<file path="src/rtl/sdm_fcw_ramp.sv">
// Frequency-control-word ramp controller: accepts a range-checked target FCW and
// slews the registered N/frac outputs toward it in bounded steps, then settles.
module sdm_fcw_ramp #(
   parameter int          STEP       = 16,
   parameter int          TICK_DIV   = 8,
   parameter int          SETTLE_CYC = 64,
   parameter int          N_MIN      = 16,
   parameter int          N_MAX      = 60,
   parameter logic [15:0] RST_FCW    = 16'h7800
) (
   input  logic        clk,
   input  logic        rstn,
   input  logic [15:0] fcw_in,
   input  logic        fcw_valid,
   output logic        fcw_ready,
   input  logic        hold,
   output logic [5:0]  N,
   output logic [9:0]  frac,
   output logic        busy,
   output logic        done,
   output logic        err
);

   localparam int TW = (TICK_DIV > 2) ? $clog2(TICK_DIV) : 1;
   localparam int SW = (SETTLE_CYC > 1) ? $clog2(SETTLE_CYC) : 1;
   localparam logic [TW-1:0] TICK_LAST   = TW'(TICK_DIV - 1);
   localparam logic [SW-1:0] SETTLE_LAST = SW'(SETTLE_CYC - 1);
   localparam logic [15:0]   STEP_W      = 16'(STEP);
   localparam logic [5:0]    N_LO        = 6'(N_MIN);
   localparam logic [5:0]    N_HI        = 6'(N_MAX);

   typedef enum logic [1:0] {
      ST_IDLE   = 2'd0,
      ST_RAMP   = 2'd1,
      ST_SETTLE = 2'd2
   } state_e;

   state_e          state_q,  state_d;
   logic [15:0]     fcw_cur_q, fcw_cur_d;
   logic [15:0]     tgt_q,    tgt_d;
   logic [TW-1:0]   tick_q,   tick_d;
   logic [SW-1:0]   settle_q, settle_d;
   logic            ready_q,  ready_d;
   logic            busy_q,   busy_d;
   logic            done_q,   done_d;
   logic            err_q,    err_d;

   logic [16:0]     diff_s;
   logic [15:0]     mag_s;
   logic            in_range_s;
   logic            accept_s;

   // Next-state and next-output computation for the ramp FSM
   always_comb begin
      state_d    = state_q;
      fcw_cur_d  = fcw_cur_q;
      tgt_d      = tgt_q;
      tick_d     = tick_q;
      settle_d   = settle_q;
      ready_d    = ready_q;
      busy_d     = busy_q;
      done_d     = 1'b0;
      err_d      = 1'b0;

      // diff[16] set means the target lies below the current word
      diff_s     = {1'b0, tgt_q} - {1'b0, fcw_cur_q};
      if (diff_s[16]) begin
         mag_s = fcw_cur_q - tgt_q;
      end else begin
         mag_s = diff_s[15:0];
      end
      in_range_s = (fcw_in[15:10] >= N_LO) && (fcw_in[15:10] <= N_HI);
      accept_s   = fcw_valid & ready_q;

      case (state_q)
         ST_IDLE: begin
            ready_d = 1'b1;
            busy_d  = 1'b0;
            if (accept_s) begin
               if (!in_range_s) begin
                  err_d = 1'b1;
               end else if (fcw_in == fcw_cur_q) begin
                  tgt_d    = fcw_in;
                  settle_d = {SW{1'b0}};
                  state_d  = ST_SETTLE;
                  ready_d  = 1'b0;
                  busy_d   = 1'b1;
               end else begin
                  tgt_d   = fcw_in;
                  tick_d  = {TW{1'b0}};
                  state_d = ST_RAMP;
                  ready_d = 1'b0;
                  busy_d  = 1'b1;
               end
            end else begin
               state_d = ST_IDLE;
            end
         end
         ST_RAMP: begin
            if (hold) begin
               tick_d = tick_q;
            end else if (tick_q == TICK_LAST) begin
               tick_d = {TW{1'b0}};
               if (mag_s <= STEP_W) begin
                  fcw_cur_d = tgt_q;
                  settle_d  = {SW{1'b0}};
                  state_d   = ST_SETTLE;
               end else if (diff_s[16]) begin
                  fcw_cur_d = fcw_cur_q - STEP_W;
               end else begin
                  fcw_cur_d = fcw_cur_q + STEP_W;
               end
            end else begin
               tick_d = tick_q + TW'(1);
            end
         end
         ST_SETTLE: begin
            if (hold) begin
               settle_d = settle_q;
            end else if (settle_q == SETTLE_LAST) begin
               state_d = ST_IDLE;
               done_d  = 1'b1;
               ready_d = 1'b1;
               busy_d  = 1'b0;
            end else begin
               settle_d = settle_q + SW'(1);
            end
         end
         default: begin
            state_d = ST_IDLE;
            ready_d = 1'b1;
            busy_d  = 1'b0;
         end
      endcase
   end

   // State and output registers
   always_ff @(posedge clk or negedge rstn) begin
      if (!rstn) begin
         state_q   <= ST_IDLE;
         fcw_cur_q <= RST_FCW;
         tgt_q     <= RST_FCW;
         tick_q    <= {TW{1'b0}};
         settle_q  <= {SW{1'b0}};
         ready_q   <= 1'b1;
         busy_q    <= 1'b0;
         done_q    <= 1'b0;
         err_q     <= 1'b0;
      end else begin
         state_q   <= state_d;
         fcw_cur_q <= fcw_cur_d;
         tgt_q     <= tgt_d;
         tick_q    <= tick_d;
         settle_q  <= settle_d;
         ready_q   <= ready_d;
         busy_q    <= busy_d;
         done_q    <= done_d;
         err_q     <= err_d;
      end
   end

   assign N         = fcw_cur_q[15:10];
   assign frac      = fcw_cur_q[9:0];
   assign fcw_ready = ready_q;
   assign busy      = busy_q;
   assign done      = done_q;
   assign err       = err_q;

endmodule
</file>
<file path="config.mk">
export PLATFORM = sky130hd
export DESIGN_NAME = sdm_fcw_ramp
export DESIGN_NICKNAME = d
export VERILOG_FILES = /design/src/rtl/sdm_fcw_ramp.sv
export SDC_FILE = /design/constraint.sdc
export NUM_CORES = 1
export LEC_CHECK = 0
export ABC_CLOCK_PERIOD_IN_PS = 5200
export CAP_MARGIN = 0
export CORE_ASPECT_RATIO = 0.6
export CORE_MARGIN = 3
export CORE_UTILIZATION = 50
export DETAILED_ROUTE_END_ITERATION = 8
export PLACE_DENSITY = 0.69
export SLEW_MARGIN = 10
export SYNTH_ARGS = -nofsm -noshare
export SYNTH_HDL_FRONTEND = slang
export SYNTH_SLANG_ARGS = --single-unit
</file>
<file path="constraint.sdc">
create_clock -name clk -period 5.2 [get_ports clk]
set_clock_uncertainty 0.05 [all_clocks]
set_input_delay 0.78 -clock clk [delete_from_list [all_inputs] [get_ports clk]]
set_output_delay 0.78 -clock clk [all_outputs]
set_load 0.03 [all_outputs]
</file>
After elaboration in Yosys (flattened, before gate mapping)
Cells that the tools add are included.
Cells by class
  add/sub/neg operators: 6
  multipliers: 0
  div/mod/pow operators: 0
  magnitude comparators: 3
  eq/ne operators: 16
  shifts and indexed selects: 0
  mux-type cells: 42
  bitwise operators: 3
  reduce and logical (&&, ||, !) cells: 10
Operator list (count)
  16-bit two-way mux: 3
  6-bit two-way mux: 8
  2-bit inequality test, second input constant: 10
  6-bit case mux with 3 select lines: 1
  16-bit by 16-bit subtractor with 17-bit output: 1
  16-bit by 5-bit adder with 16-bit output, second input constant: 1
  16-bit == test: 1
  16-bit by 5-bit less-or-equal comparator with 1-bit output, second input constant: 1
  2-bit two-way mux: 8
  16-bit subtractor: 1
  16-bit by 5-bit subtractor with 16-bit output, second input constant: 1
  3-bit two-way mux: 5
  1-bit two-way mux: 13
  3-bit AND reduction: 3
  9-bit AND reduction: 1
  6-bit by 1-bit adder with 6-bit output, second input constant: 1
  6-bit == test, second input constant: 1
  6-bit by 5-bit >= comparator with 1-bit output, second input constant: 1
  6-bit less-or-equal comparator, second input constant: 1
  1-bit case mux with 3 select lines: 2
  2-bit case mux with 3 select lines: 1
  3-bit case mux with 2 select lines: 1
  6-bit AND reduction: 1
  5-bit AND reduction: 1
  11 further kinds: 12
Word-level totals
  flip-flop bits (word level): 47
  latch bits: 0
  RAM bits: 0
  bits in read-only memories: 0
  bits of input ports: 20
  output and inout port bits: 20
  word-level logic and storage cells: 89
  memories kept: 0

Longest topological paths before layout
Gate-level depths: netlist of the first run.
  word-level depth: 7
  gate-level depth with buffers: 21
  gate-level depth less buffers: 20

Worst setup path before layout of the first run
Ideal clock, no wire load.
  path type: flip-flop to flip-flop
  start: reg fcw_cur_q[5]
  end: reg fcw_cur_q[14]
  library setup time: 0.073 ns
  arrival: 4.269 ns
  data required time: 5.077 ns
  slack: 0.808 ns
  stages on the path, launching flop included: 22
  path buffers: 2
  period minus slack after synthesis: 4.392 ns
  cells stage by stage: dfrtp_1 > inv_1 > ha_1 > buf_6 > a21o_1 > a211o_1 > o21ai_4 > nand2_2 > buf_4 > inv_2 > ha_1 > nor2b_1 > o21ai_0 > a21boi_0 > o21ai_0 > a21oi_1 > o21ai_0 > a21boi_0 > o21a_1 > o21a_1 > o311a_1 > a21oi_1
On the way
  word-level cells in the longest chain between the ends: 4
  elaborated cells on any way between the ends: 8
  those cells by class: 4 x add/sub; 1 x order compare; 3 x mux
Ends and longest elaborated chain
  start, declared: line 39  | logic [15:0] fcw_cur_q, fcw_cur_d;
  start signal, assigned: line 151  | fcw_cur_q <= fcw_cur_d;
  16-bit by 16-bit subtractor with 17-bit output / 16-bit subtractor (equally long branches): line 66, 68
  16-bit two-way mux: line 67  | if (diff_s[16]) begin
  16-bit by 5-bit less-or-equal comparator with 1-bit output: line 104  | if (mag_s <= STEP_W) begin
  16-bit two-way mux *: line 104
Mark *: on every way between the ends. The rest lies on a longest branch, timed or not.
A chain may end at the register's enable or synchronous reset.

Final worst setup path of the first run
  start: reg fcw_cur_q[14]
  end: reg fcw_cur_q[14]
Same word-level chain as after synthesis.

==> impl_results.md, run 1 <==
* Hold Vio Cnt, Final at 0
* Largest cells by area after synthesis: dfrtp_1 22%, ha_1 13%, dfstp_2 5.5%
* DRC violations left at 0
* Routability cong. at 0.984
* Total clock sinks at 47
* Min-delay worst type: reg -> reg
* Seq/Total Area, Yosys at 27.5%
* RSZ-0062 raised after global routing: no
* Site Rows at 25
* PortBufs at 39
* Setup TNS at 0 ns
* Final nets at roughly 610
* Yosys warns at 0
* Die area at between 9000 and 10,000 um^2
* First-pass GRT wire length at roughly 20,000 um
* Total Routing Usage GR at between 20 and 25%
* Total CTS buffers at 5
* Post-DR wirelength/cell at 18.6 um
* Min Tclk post-route at between 4 and 5 ns
* Synth top area share at about 22%
* Starting Density at 53.1%
* Register area at between 1000 and 1500 um^2
* Core Area at slightly above 8000 um^2
* Part of the cycle the worst path needs at 91.9%
* Mapped Area at between 4000 and 5000 um^2
* Hold slack final at 0.441 ns
* Synth Instances at 506
* Critical path required time at about 5.4 ns
* Area delta synth->final at 14.0%
* Drt via density at about 6
* CP Class: reg -> reg
* GRT overflow at 0
* Die Ht at about 80 um
* First-pass iteration count of the detailed router at 5
* Clk pin slew, worst setup/hold paths at ~0.070 ns
* Initial DRC count at around 280
* Antenna Cells at 0
* Largest net degree at the start of global routing at 48
* Final setup fails at 0
* Fin. max-slew vios at 0
* DP HPWL at 9380 um
* P_leak at between 0.002 and 0.0025 uW
* Async S/R FF share, synth at between 90% and 100%
* Power Density at about 450 nW/um^2
* Avg Inst Size Synth at about 8.5 um^2
* Most common cell on crit path: o21ai_0
* Rel. slew slack at around 23%
* Met2 Resource Use GR at about a third
* CTS Hold Bufs at 0
* CP max stage cell: dfstp_2
* CTS tree: done
* Fmax achieved at around 210 MHz
* Share of layout cells above drive strength 1 at approximately a tenth
* Detail Route Antenna Nets at 0
* Crit path max fanout at 13
* GRT met3 Usage at ~8.0%
* Antenna violations before repair at 0
* Fill count at 775
* Synth unique cells at 63
* GR met1 Demand/Resource at 37.7%
* Via count of the first global-routing pass at roughly 3.7k
* Clock Tree Root: clkbuf_16
* Clock Latency Late Sink at about 0.29 ns
* EDFF count, synth at 0
* Die X at between 100 and 150 um
* Clock buffer depth at 2
* Boundary pin count at 40
* CP arrival at roughly 5 ns
* Number of max-cap violations at 0
* CTS resizes at 0
* Setup crit end kind: register
* Status: completed
* Worst slew pin tran at around 1.2 ns
* Startpoint types: register
* Max IR drop VDD at around 240 uV
* Critical path, cell by cell: inv_1 -> ha_1 -> nand4_1 -> nor3_2 -> o21ai_4 -> nand2_2 -> inv_2 -> ha_1 -> nor2b_1 -> o21ai_0 -> a21boi_0 -> o21ai_0 -> a21oi_1 -> o21ai_0 -> a21boi_0 -> o21a_1 -> o21a_1 -> o311a_1 -> a21oi_1
* Total setup buffers inserted after CTS at 0
* Via count at around 4k
* Number of synthesized register bits at 47
* H-tree Lvls at 2
* Post-Syn Nets at about 570
* Power, Total at 2220 uW
* Top FF cell, synth: dfrtp_1
* Final WL at 12,000 um
* GR peak layer: met1
* Largest area contributor in the netlist: dfrtp_1
* Multi-input gate area at around 2900 um^2
* CP max stage delay at roughly 0.6 ns
per-stage QoR:
| stage | utilization, % | instances | worst slack [ns] | instance area [um^2] |
|---|---|---|---|---|
| floorplan | - | 506 | 0.808 | 4320 |
| global placement | 58.7 | 639 | 0.730 | 4780 |
| detailed placement | 58.7 | 639 | 0.544 | 4780 |
| CTS | 60.5 | 647 | 0.511 | 4920 |
| global route | 60.5 | 647 | 0.0681 | 4920 |
| finish | 60.5 | 647 | 0.423 | 4920 |
report_power, final:
group          internal, uW  total (uW)  switching (uW)  leakage [uW]
Combinational           570        1370             804       0.00154
Clock                   178         326             149     0.0000658
Sequential              433         521            88.5      0.000579
per-layer routing:
layer,up-vias,wire length (um)
li1,1853,-
met1,1866,6080
met2,167,4730
met3,10,1120
met4,0,99
met5,-,0
synthesized netlist by cell type, types with 8 or more instances:
cell type  instances
dfstp_2            9
a21o_1            11
a21oi_1           29
nand2_1           41
inv_1             42
nand4_1            9
dfrtp_1           38
nor2_1            34
mux2_2            17
nor3_1             8
ha_1              44
buf_2             10
xor2_1            27
o21a_1             8
o21ai_1           16
nand3_1           11
nor2b_1           13
o21ai_0           19
sequential cells by signal, indices dropped and copies added, names as in the netlist:
name / cells
fcw_cur_q: 16
state_q: 2
done: 1
fcw_ready: 1
settle_q: 6
busy: 1
tick_q: 3
err: 1
tgt_q: 16
path summary, 6_finish.rpt:
kind,start,end,slack (ns),cells after the start
max,fcw_cur_q[14],fcw_cur_q[14],0.42,19
min,busy,busy,0.44,2
max reg2reg,fcw_cur_q[14],fcw_cur_q[14],0.42,19
min reg2reg,busy,busy,0.44,2
max in group asynchronous,rstn,err,4.14,2
min in group asynchronous,rstn,tgt_q[5],0.54,2
worst max-delay path, delay by kind of cell (launching register included):
family / cells / cell delay, ns
AOI/OAI and AO/OA: 11 / 2.12
adders and majority gates: 2 / 0.80
buffers and inverters: 2 / 0.25
DFF: 1 / 0.60
and+or+nand+nor: 4 / 0.87
cells in the final DEF, fill, tap and decap left out, drive strengths merged, types with 8 or more instances in the layout:
master and instances:
nor3 9, buf 8, o21ai 37, nor2b 13, a21o 11, dfrtp 38, ha 44, nand4 9
nor2 34, inv 43, nand2 42, a21oi 30, dfstp 9, clkdlybuf4s50 38, nand3 11, mux2 17
xor2 27, o21a 8
kinds of logic after synthesis:
logic type / count (synthesis) / share of synthesized area, %
AO/OA/AOI/OAI: 139 / 21.2
XOR/XNOR: 34 / 6.90
adder cells (fa/ha/maj): 47 / 14.1
buffers and inverters: 64 / 6.38
flip-flops: 47 / 27.5
multiplexers: 24 / 6.06
AND/OR/NAND/NOR: 151 / 17.8
final cells by class:
| type | instances | area share, % |
|---|---|---|
| multi-input combinational | 395 | 58.0 |
| sequential | 47 | 24.1 |
| timing repair buffer | 46 | 8.90 |
| inverter | 43 | 3.28 |
| tap | 108 | 2.75 |
| clock buffer | 5 | 2.54 |
| clock inverter | 3 | 0.407 |
No activity file was read; power rests on OpenSTA's default activity.
==> run 2: changes to the inputs <==
--- a/config.mk
+++ b/config.mk
@@ -10,8 +10,10 @@
 export CORE_ASPECT_RATIO = 0.6
 export CORE_MARGIN = 3
 export CORE_UTILIZATION = 50
+export CTS_CLUSTER_SIZE = 20
 export DETAILED_ROUTE_END_ITERATION = 8
 export PLACE_DENSITY = 0.69
+export SKIP_LAST_GASP = 1
 export SLEW_MARGIN = 10
 export SYNTH_ARGS = -nofsm -noshare
 export SYNTH_HDL_FRONTEND = slang
==> results of run 2 <==
The final DEF is identical to that of run 1; final timing and power are the same.
